$ cat src/rtl/pixel_pkg.sv
// Shared definitions for the pixel adjust stream: point-operation modes,
// default geometry, and helpers used by the datapath.
package pixel_pkg;

  localparam int DEF_CW    = 8;
  localparam int DEF_NCH   = 3;
  localparam int DEF_GW    = 8;
  localparam int DEF_GFRAC = 4;
  localparam int DEF_CNT_W = 24;

  typedef enum logic [2:0] {
    MODE_BYPASS = 3'd0,
    MODE_ADD    = 3'd1,
    MODE_SUB    = 3'd2,
    MODE_GAIN   = 3'd3,
    MODE_INVERT = 3'd4
  } mode_e;

  // Largest value a channel of width cw can hold (valid for cw < 32).
  function automatic int unsigned chan_max(input int unsigned cw);
    return (32'd1 << cw) - 32'd1;
  endfunction

  // Unused encodings 5..7 fall back to bypass.
  function automatic mode_e decode_mode(input logic [2:0] raw);
    mode_e m;
    case (raw)
      3'd1:    m = MODE_ADD;
      3'd2:    m = MODE_SUB;
      3'd3:    m = MODE_GAIN;
      3'd4:    m = MODE_INVERT;
      default: m = MODE_BYPASS;
    endcase
    return m;
  endfunction

endpackage

$ cat src/rtl/pixel_adjust_stream_if.sv
// Valid/ready pixel stream bundle. A beat transfers on a rising clock edge
// when valid & ready; the master holds data/sof/eof stable while valid is
// high and ready is low, and never withdraws valid before the transfer.
interface pixel_adjust_stream_if #(
  parameter int DW = 24
) ();
  logic          valid;
  logic          ready;
  logic [DW-1:0] data;
  logic          sof;
  logic          eof;

  modport master (output valid, output data, output sof, output eof, input ready);
  modport slave  (input valid, input data, input sof, input eof, output ready);
endinterface

$ cat src/rtl/pixel_adjust_chan.sv
// Combinational per-channel point operator; every path saturates into the
// channel range so the result never wraps.
module pixel_adjust_chan
  import pixel_pkg::*;
#(
  parameter int CW    = DEF_CW,
  parameter int GW    = DEF_GW,
  parameter int GFRAC = DEF_GFRAC
) (
  input  mode_e          i_mode,
  input  logic [CW-1:0]  i_offset,
  input  logic [GW-1:0]  i_gain,
  input  logic [CW-1:0]  i_ch,
  output logic [CW-1:0]  o_ch
);

  localparam logic [CW-1:0] MAXV = CW'(chan_max(CW));

  logic [CW:0]       w_sum;
  logic [CW+GW-1:0]  w_prod;
  logic [CW+GW-1:0]  w_scaled;

  assign w_sum    = {1'b0, i_ch} + {1'b0, i_offset};
  assign w_prod   = {{GW{1'b0}}, i_ch} * {{CW{1'b0}}, i_gain};
  // Truncating shift drops the fractional gain bits before saturation.
  assign w_scaled = w_prod >> GFRAC;

  always_comb begin
    o_ch = i_ch;
    case (i_mode)
      MODE_ADD:    o_ch = w_sum[CW] ? MAXV : w_sum[CW-1:0];
      MODE_SUB:    o_ch = (i_ch >= i_offset) ? (i_ch - i_offset) : '0;
      MODE_GAIN:   o_ch = (|w_scaled[CW+GW-1:CW]) ? MAXV : w_scaled[CW-1:0];
      MODE_INVERT: o_ch = MAXV - i_ch;
      default:     o_ch = i_ch;
    endcase
  end

endmodule

$ cat src/rtl/pixel_adjust_stream.sv
// Two-stage streaming pixel point operator with per-frame configuration
// latched on sof, output frame pixel counter and end-of-frame pulse.
module pixel_adjust_stream
  import pixel_pkg::*;
#(
  parameter int CW    = DEF_CW,
  parameter int NCH   = DEF_NCH,
  parameter int GW    = DEF_GW,
  parameter int GFRAC = DEF_GFRAC,
  parameter int CNT_W = DEF_CNT_W
) (
  input  logic                   clk,
  input  logic                   rst,
  input  logic [2:0]             cfg_mode,
  input  logic [CW-1:0]          cfg_offset,
  input  logic [GW-1:0]          cfg_gain,
  pixel_adjust_stream_if.slave   s,
  pixel_adjust_stream_if.master  m,
  output logic [CNT_W-1:0]       pix_count,
  output logic                   frame_done
);

  localparam int              DW       = NCH * CW;
  localparam logic [GW-1:0]   GAIN_ONE = GW'(32'd1 << GFRAC);
  localparam logic [CNT_W-1:0] CNT_MAX = '1;

  mode_e           r_cfg_mode;
  logic [CW-1:0]   r_cfg_offset;
  logic [GW-1:0]   r_cfg_gain;

  logic            r_s1_valid;
  logic            r_s1_sof;
  logic            r_s1_eof;
  logic [DW-1:0]   r_s1_data;
  mode_e           r_s1_mode;
  logic [CW-1:0]   r_s1_offset;
  logic [GW-1:0]   r_s1_gain;

  logic            r_m_valid;
  logic            r_m_sof;
  logic            r_m_eof;
  logic [DW-1:0]   r_m_data;
  logic [CNT_W-1:0] r_pix_count;
  logic            r_frame_done;

  logic            w_en;
  logic            w_s_take;
  logic            w_m_take;
  logic            w_load_cfg;
  mode_e           w_cur_mode;
  logic [CW-1:0]   w_cur_offset;
  logic [GW-1:0]   w_cur_gain;
  logic [DW-1:0]   w_result;

  // The whole pipe advances together; a held output stalls everything.
  assign w_en       = !r_m_valid || m.ready;
  assign w_s_take   = s.valid && w_en;
  assign w_m_take   = r_m_valid && m.ready;
  assign w_load_cfg = w_s_take && s.sof;

  // The sof beat itself must already see the new configuration.
  assign w_cur_mode   = w_load_cfg ? decode_mode(cfg_mode) : r_cfg_mode;
  assign w_cur_offset = w_load_cfg ? cfg_offset : r_cfg_offset;
  assign w_cur_gain   = w_load_cfg ? cfg_gain : r_cfg_gain;

  assign s.ready    = w_en;
  assign m.valid    = r_m_valid;
  assign m.data     = r_m_data;
  assign m.sof      = r_m_sof;
  assign m.eof      = r_m_eof;
  assign pix_count  = r_pix_count;
  assign frame_done = r_frame_done;

  always_ff @(posedge clk or posedge rst) begin
    if (rst) begin
      r_cfg_mode   <= MODE_BYPASS;
      r_cfg_offset <= '0;
      r_cfg_gain   <= GAIN_ONE;
    end else if (w_load_cfg) begin
      r_cfg_mode   <= w_cur_mode;
      r_cfg_offset <= w_cur_offset;
      r_cfg_gain   <= w_cur_gain;
    end
  end

  always_ff @(posedge clk or posedge rst) begin
    if (rst) begin
      r_s1_valid  <= 1'b0;
      r_s1_sof    <= 1'b0;
      r_s1_eof    <= 1'b0;
      r_s1_data   <= '0;
      r_s1_mode   <= MODE_BYPASS;
      r_s1_offset <= '0;
      r_s1_gain   <= GAIN_ONE;
    end else if (w_en) begin
      r_s1_valid  <= s.valid;
      r_s1_sof    <= s.valid && s.sof;
      r_s1_eof    <= s.valid && s.eof;
      r_s1_data   <= s.data;
      r_s1_mode   <= w_cur_mode;
      r_s1_offset <= w_cur_offset;
      r_s1_gain   <= w_cur_gain;
    end
  end

  // Channel 0 sits in the most significant slice.
  for (genvar g = 0; g < NCH; g++) begin : g_chan
    pixel_adjust_chan #(
      .CW    (CW),
      .GW    (GW),
      .GFRAC (GFRAC)
    ) u_chan (
      .i_mode   (r_s1_mode),
      .i_offset (r_s1_offset),
      .i_gain   (r_s1_gain),
      .i_ch     (r_s1_data[(NCH-1-g)*CW +: CW]),
      .o_ch     (w_result[(NCH-1-g)*CW +: CW])
    );
  end

  always_ff @(posedge clk or posedge rst) begin
    if (rst) begin
      r_m_valid <= 1'b0;
      r_m_sof   <= 1'b0;
      r_m_eof   <= 1'b0;
      r_m_data  <= '0;
    end else if (w_en) begin
      r_m_valid <= r_s1_valid;
      r_m_sof   <= r_s1_sof;
      r_m_eof   <= r_s1_eof;
      r_m_data  <= w_result;
    end
  end

  // Counter holds between frames so the last frame length stays readable.
  always_ff @(posedge clk or posedge rst) begin
    if (rst) begin
      r_pix_count  <= '0;
      r_frame_done <= 1'b0;
    end else begin
      r_frame_done <= w_m_take && r_m_eof;
      if (w_m_take) begin
        if (r_m_sof)
          r_pix_count <= CNT_W'(1);
        else if (r_pix_count != CNT_MAX)
          r_pix_count <= r_pix_count + CNT_W'(1);
      end
    end
  end

endmodule

$ cat src/flat_wrapper.sv
// flat-port wrapper written by rule: the top's interface ports become plain ports
module pixel_adjust_stream_flat import pixel_pkg::*;
#(
  parameter int CW    = DEF_CW,
  parameter int NCH   = DEF_NCH,
  parameter int GW    = DEF_GW,
  parameter int GFRAC = DEF_GFRAC,
  parameter int CNT_W = DEF_CNT_W
)
  (clk, rst, cfg_mode, cfg_offset, cfg_gain, pix_count, frame_done, s_valid, s_data, s_sof, s_eof, s_ready, m_valid, m_data, m_sof, m_eof, m_ready);
  pixel_adjust_stream_if s_i ();
  pixel_adjust_stream_if m_i ();
  input  logic clk;
  input  logic rst;
  input  logic [2:0] cfg_mode;
  input  logic [CW-1:0] cfg_offset;
  input  logic [GW-1:0] cfg_gain;
  output logic [CNT_W-1:0] pix_count;
  output logic frame_done;
  input wire logic [$bits(s_i.valid)-1:0] s_valid;
  input wire logic [$bits(s_i.data)-1:0] s_data;
  input wire logic [$bits(s_i.sof)-1:0] s_sof;
  input wire logic [$bits(s_i.eof)-1:0] s_eof;
  output wire logic [$bits(s_i.ready)-1:0] s_ready;
  output wire logic [$bits(m_i.valid)-1:0] m_valid;
  output wire logic [$bits(m_i.data)-1:0] m_data;
  output wire logic [$bits(m_i.sof)-1:0] m_sof;
  output wire logic [$bits(m_i.eof)-1:0] m_eof;
  input wire logic [$bits(m_i.ready)-1:0] m_ready;
  assign s_i.valid = s_valid;
  assign s_i.data = s_data;
  assign s_i.sof = s_sof;
  assign s_i.eof = s_eof;
  assign s_ready = s_i.ready;
  assign m_valid = m_i.valid;
  assign m_data = m_i.data;
  assign m_sof = m_i.sof;
  assign m_eof = m_i.eof;
  assign m_i.ready = m_ready;
  pixel_adjust_stream #(.CW(CW), .NCH(NCH), .GW(GW), .GFRAC(GFRAC), .CNT_W(CNT_W)) u_core (.clk(clk), .rst(rst), .cfg_mode(cfg_mode), .cfg_offset(cfg_offset), .cfg_gain(cfg_gain), .s(s_i), .m(m_i), .pix_count(pix_count), .frame_done(frame_done));
endmodule
$ cat config.mk
export PLATFORM = sky130hd
export DESIGN_NAME = pixel_adjust_stream_flat
export DESIGN_NICKNAME = d
export VERILOG_FILES = /design/src/rtl/pixel_pkg.sv /design/src/rtl/pixel_adjust_stream_if.sv /design/src/rtl/pixel_adjust_chan.sv /design/src/rtl/pixel_adjust_stream.sv /design/src/flat_wrapper.sv
export SDC_FILE = /design/constraint.sdc
export NUM_CORES = 1
export LEC_CHECK = 0
export BUFFER_PORTS_ARGS = -buffer_cell sky130_fd_sc_hd__clkbuf_2
export CAP_MARGIN = 10
export CORE_MARGIN = 2
export CORE_UTILIZATION = 40
export CTS_CLUSTER_SIZE = 25
export DETAILED_ROUTE_END_ITERATION = 10
export PLACE_DENSITY = 0.56
export SLEW_MARGIN = 25
export SYNTH_ARGS = -nofsm -noshare
export SYNTH_HDL_FRONTEND = slang
export SYNTH_HIERARCHICAL = 1
export SYNTH_SLANG_ARGS = --single-unit
$ cat constraint.sdc
create_clock -name clk -period 10.1 [get_ports clk]
set_input_delay 2.02 -clock clk [delete_from_list [all_inputs] [get_ports clk]]
set_output_delay 2.02 -clock clk [all_outputs]
set_load 0.01 [all_outputs]
**After elaboration in Yosys (flattened, before gate mapping)**

Cells that the tools add are included.

- Add/sub/neg operators: 10
- Eq/ne operators: 9
- Multiply operators: 3
- $lt $le $gt $ge: 3
- Multiplexer cells: 18
- Shift-type cells: 0
- Bitwise gates (word level): 0
- Reductions and logical operators: 13
- Divide/modulo/power cells: 0

Operators with widths:

| kind | number |
|---|---|
| 8-bit one-hot mux with 4 select lines | 3 |
| 8-bit two-way mux | 11 |
| 8-bit by 8-bit multiplier with 16-bit output | 3 |
| 24-bit two-way mux | 2 |
| 8-bit by 8-bit adder with 9-bit output | 3 |
| 24-bit by 1-bit adder with 24-bit output (second input constant) | 1 |
| 8-bit greater-or-equal comparator | 3 |
| 24-bit inequality test (second input constant) | 1 |
| 8-bit subtractor | 3 |
| 8-bit subtractor (first input constant) | 3 |
| 3-bit by 2-bit == test with 1-bit output (second input constant) | 4 |
| 3-bit one-hot mux with 4 select lines | 1 |
| 4-bit OR reduction | 3 |
| 3-bit by 1-bit == test with 1-bit output (second input constant) | 2 |
| 3-bit == test (second input constant) | 2 |
| 1-bit logical AND | 6 |
| 3-bit two-way mux | 1 |
| 2-bit AND reduction | 1 |
| 2-bit nonzero test | 1 |
| 1-bit logical NOT | 1 |
| 1-bit logical OR | 1 |

- Latch bits: 0
- Memories: 0
- Bits of input ports: 49
- ROM bits: 0
- Bits in registers: 117
- Bits in writable memories: 0

**Longest topological paths before layout**

- Depth in word-level cells: 5
- Gate-level depth with buffers: 21
- Gate-level depth less buffers: 20

**Cells and area by module**

Netlist, hierarchy kept.

Modules (own cells, without submodules):

| module | times used | cells each | area each (um^2) |
|---|---|---|---|
| pixel_adjust_stream | 1 | 510 | 4916.0 |
| pixel_adjust_chan (u_core.g_chan[1].u_chan) | 1 | 418 | 3343.2 |
| pixel_adjust_chan (u_core.g_chan[0].u_chan) | 1 | 396 | 3239.4 |
| pixel_adjust_chan (u_core.g_chan[2].u_chan) | 1 | 407 | 3203.1 |

**Worst setup path before layout**

Ideal clock, no wire load.

- Path type: register to register
- From: reg u_core.r_s1_data[4]
- To: reg u_core.r_m_data[6], in the netlist u_core/m.data[6]
- Setup time: 117 ps
- Cell stages (with the launch flop): 20
- Path slack: 5048 ps
- Required time: 9983 ps
- Arrival: 4935 ps
- Cell sequence: dfrtp_1 -> clkbuf_1 -> nand2_1 -> fa_1 -> fa_1 -> inv_1 -> fa_1 -> inv_1 -> fa_1 -> inv_1 -> ha_1 -> a21o_1 -> a221oi_1 -> o21ai_1 -> a21oi_1 -> mux2_4 -> a211o_1 -> o311a_1 -> nand2_1 -> nand2_1

- Longest elaborated chain between the ends: 4
- Elaborated cells on any way between the ends: 10

RTL lines:

| element | line | text |
|---|---|---|
| from (decl) | pixel_adjust_stream.sv:34 | `logic [DW-1:0] r_s1_data;` |
| from (signal assigned) | pixel_adjust_stream.sv:99 | `r_s1_data <= s.data;` |
| 8-bit by 8-bit multiplier with 16-bit output | pixel_adjust_chan.sv:24 | `assign w_prod = {{GW{1'b0}}, i_ch} * {{CW{1'b0}}, i_gain};` |
| 4-bit OR reduction | pixel_adjust_chan.sv:33 | `MODE_GAIN: o_ch = (\|w_scaled[CW+GW-1:CW]) ? MAXV : w_scaled[CW-1:0];` |
| 8-bit two-way mux | pixel_adjust_chan.sv:33 |  |
| 8-bit one-hot mux with 4 select lines * | pixel_adjust_chan.sv:30 | `case (i_mode)` |
| via u_core.w_result[6] | pixel_adjust_stream.sv:53 | `logic [DW-1:0] w_result;` |
| to (signal assigned) | pixel_adjust_stream.sv:131 | `r_m_data <= w_result;` |
| to (decl) | pixel_adjust_stream.sv:42 | `logic [DW-1:0] r_m_data;` |

The timed path passes the listed nets; every way through them passes the cells marked *.
A chain may end at the register's enable or synchronous reset.

**Final worst setup path**

- From: reg u_core.r_s1_gain[2]
- To: reg u_core.r_m_data[6], in the netlist u_core/m.data[6]

- Longest elaborated chain between the ends: 4

RTL lines:

| element | line | text |
|---|---|---|
| from (decl) | pixel_adjust_stream.sv:37 | `logic [GW-1:0] r_s1_gain;` |
| from (signal assigned) | pixel_adjust_stream.sv:102 | `r_s1_gain <= w_cur_gain;` |
| 8-bit by 8-bit multiplier with 16-bit output * | pixel_adjust_chan.sv:24 |  |
| 4-bit OR reduction | pixel_adjust_chan.sv:33 |  |
| 8-bit two-way mux * | pixel_adjust_chan.sv:33 |  |
| 8-bit one-hot mux with 4 select lines * | pixel_adjust_chan.sv:30 |  |
| via u_core.w_result[6] | pixel_adjust_stream.sv:53 |  |

Marks and branches as above.

==> run metrics <==
status finished, final reports clean; total number of vias 12466; die area 38300 µm²; pwr dens 367 nW/µm²; worst hold endpoint u_core/r_cfg_mode[0]; Setup TNS 0 ps; largest net degree at the start of global routing 78; crit end category register; Final period util 55.8%; Most used DFF post-synth dfrtp_1; row count 70; Critical Path, Cell by Cell nand2_1 -> fa_1 -> fa_1 -> inv_1 -> fa_1 -> inv_1 -> fa_1 -> inv_1 -> ha_1 -> a21o_1 -> a221oi_1 -> o21ai_1 -> a21oi_1 -> mux2_4 -> a211o_1 -> o311a_1 -> nand2_1 -> nand2_1; Synth async-reset ratio 100%; TritonCTS buffer count 17; maximum VDD drop 0.213 mV; Pre-Repair DR Iteration Count 5; Worst-Margin Slew 1040 ps; clock power share 10.5%; cell with the most instances on the worst path fa_1; vias per cell 5.46; n_diodes 0; GRT Overall Usage 22.0%; area of the mapped netlist 14700 µm²; CP top delay family adder cells; initial antenna violation count 1; # DRC 0; Crit Path Max Fanout 25; max-cap violations 0; # clock sinks 117; hpwl dp 30.0 mm; Worst EP required 10430 ps; Hold Crit Depth 2; maximum clock insertion buffer count 2; fin. max-slew vios 0; Clock Latency Late Sink 450 ps; flop-to-flop setup slack 4460 ps; Distinct cells, synth 108; synth top area cells dfrtp_1 (20%), fa_1 (16%), ha_1 (13%); Worst R2R Path Depth 18; f_max 0.177 GHz; switching power 3.08 mW; clock skew 10.7 ps; RR Endpoint u_core/m.data[6]; core footprint 36400 µm²; slowest CP cell dfrtp_1; CP max stage delay 880 ps; setup bufs post-CTS 0; vias in the first global route 12444; nets@finish 2113; hold path start u_core/r_cfg_mode[0]; Buffers on Ports 101; Core Util, Final 44.4%; Internal 2.86 mW; area leader, netlist dfrtp_1; EDFF count, synth 0; Root Buffer Master clkbuf_16; Clock Pin Slew Worst Setup and Hold Paths 60 ps; # setup viols final 0; share of power burned in registers 13.3%; Setup crit start kind register; Cells after Synth 1731; share of the synthesized area in the top cell type 19.6%; R2R Path Start u_core/r_s1_gain[2]; post-route minimum period 5640 ps; Avg Synthesized Cell Area 8.49 µm²; Worst Path Buf+Inv 3; DRT iter0 DRCs 740; synth-to-layout area growth 10.2%; Slew HR 30.4%; register area share after synthesis 19.9%; Combinational Power Share 76.2%; Hold Fails Final Rpt 0; critical path type register to register; CTS tree built; post-route ant nets 0; Tot Pwr 5.94 mW; share of post-route cells with drive strength above 1 12.7%; Post-CTS Resized 0; Min-Delay Path Class register to register; initial core utilization 40.4%; chip width 196 µm; # IOs 102; grt total ovfl 0; Fill cells 3637; Synth Net Count 2042; RSZ-0062 raised after global routing false; Crit path arrival time 5970 ps; number of synthesized register bits 117; wire length of the first global-routing pass 66.9 mm; GP Congestion 0.880; switching part of the total 51.9%; CTS H-tree depth 4; hold_buf cts 0; YS warnings 6; DIE HEIGHT 196 µm; Post-Route WL 40.8 mm; Leak 8.03 nW; drt wl/cell 17.9 µm
[per-layer routing]
layer | GRT usage [%] | vias up | routed length (µm)
met4 | 5.47 | 2 | 612
met5 | 0 | - | 13
met2 | 35.2 | 250 | 18600
li1 | - | 6030 | -
met1 | 31.4 | 6145 | 20000
met3 | 3.13 | 39 | 1650
[synthesized netlist by cell type (6+ instances only)]
cell        n
inv_1     187
o31ai_1    23
and3_1     15
buf_2       9
a21oi_1    70
nor3_1     21
nand3_1    24
o31a_1      6
nor2_1    123
a31oi_1    35
xor2_1      7
nor2b_1    15
nand2_1   245
nand2b_1   20
dfrtp_1   115
a21o_1     18
fa_1      114
mux2_4      8
o211ai_1    9
o21a_1     16
mux2_2      9
ha_1      148
and2_1    154
a211o_1     7
o22a_1      9
nand4_1    12
o22ai_1    11
a211oi_1    6
o21ai_0    50
and2_2     12
xnor2_1    28
o221ai_1    6
clkbuf_1   36
[metrics by stage]
stage                     setup WS [ps]  cells  hold slack, ps  instance area [µm²]
after floorplan                    4980   1731             430                14700
after global placement             4560   2251             445                15600
after detailed placement           4470   2251             451                15600
after CTS                          4460   2283             466                16200
after global routing               4100   2283             490                16200
final                              4460   2283             461                16200
[cell usage in the layout (no fill, tap or decap), types with 14 or more instances in the layout]
cell type  Yosys  final
o21a_1        16     16
clkbuf_2       0    101
nand2b_1      20     20
nor2_1       123    123
clkbuf_16      0     17
a31oi_1       35     35
and3_1        15     14
dfrtp_1      115    115
xnor2_1       28     28
inv_1        187    186
a21o_1        18     18
o31ai_1       23     23
and2_1       154    154
nor3_1        21     21
a21oi_1       70     70
ha_1         148    148
nor2b_1       15     14
fa_1         114    114
nand3_1       24     24
nand2_1      245    245
o21ai_0       50     50
[state kept, by name, indices dropped and copies added (netlist names), 8 cells and up]
signal               flops
u_core/m.data           24
u_core/pix_count        24
u_core/r_s1_data        24
u_core/r_cfg_gain        8
u_core/r_cfg_offset      8
u_core/r_s1_gain         8
u_core/r_s1_offset       8
[worst min-delay path, delay by kind of cell (launching register included)]
kind / cells / cell delay (ps)
AND/OR/NAND/NOR: 2 / 110
flip-flops: 1 / 320
[final cells by class]
| cell class | count | area (µm²) | area share [%] |
|---|---|---|---|
| Clock inverter | 15 | 160 | 0.989 |
| Sequential cell | 117 | 2930 | 18.1 |
| Timing Repair Buffer | 109 | 569 | 3.52 |
| Tap cell | 468 | 586 | 3.62 |
| Inverter | 191 | 719 | 4.44 |
| Clock buffer | 17 | 425 | 2.63 |
| Multi-Input combinational cell | 1366 | 10800 | 66.7 |
[logic make-up after synthesis]
| group | synth area share [%] |
|---|---|
| flops | 19.9 |
| fa+ha+maj | 28.1 |
| buf+inv | 6.64 |
| compound gates | 17.4 |
| xor+xnor | 2.20 |
| simple gates | 24.1 |
| mux | 1.64 |
[worst max-delay path by stage]
stage | start | endpoint | cells after the start
2_1_floorplan | rst | u_core/frame_done | 1
3_3_place_gp | u_core/r_s1_gain[2] | u_core/m.data[6] | 18
3_5_place_dp | u_core/r_s1_gain[2] | u_core/m.data[6] | 18
4_1_cts | u_core/r_s1_gain[2] | u_core/m.data[6] | 18
5_1_grt | u_core/r_s1_gain[2] | u_core/m.data[6] | 18
6_report | u_core/r_s1_gain[2] | u_core/m.data[6] | 18
[power groups by stage]
stage	logic, mW	registers (mW)	clock network (mW)
6_report	4.53	0.788	0.623
5_1_grt	5.15	0.811	0.657
4_1_cts	4.57	0.790	0.640
3_5_place_dp	4.52	0.797	0
3_3_place_gp	4.50	0.793	0
2_1_floorplan	3.57	0.716	0
No activity file was read; power rests on OpenSTA's default activity.
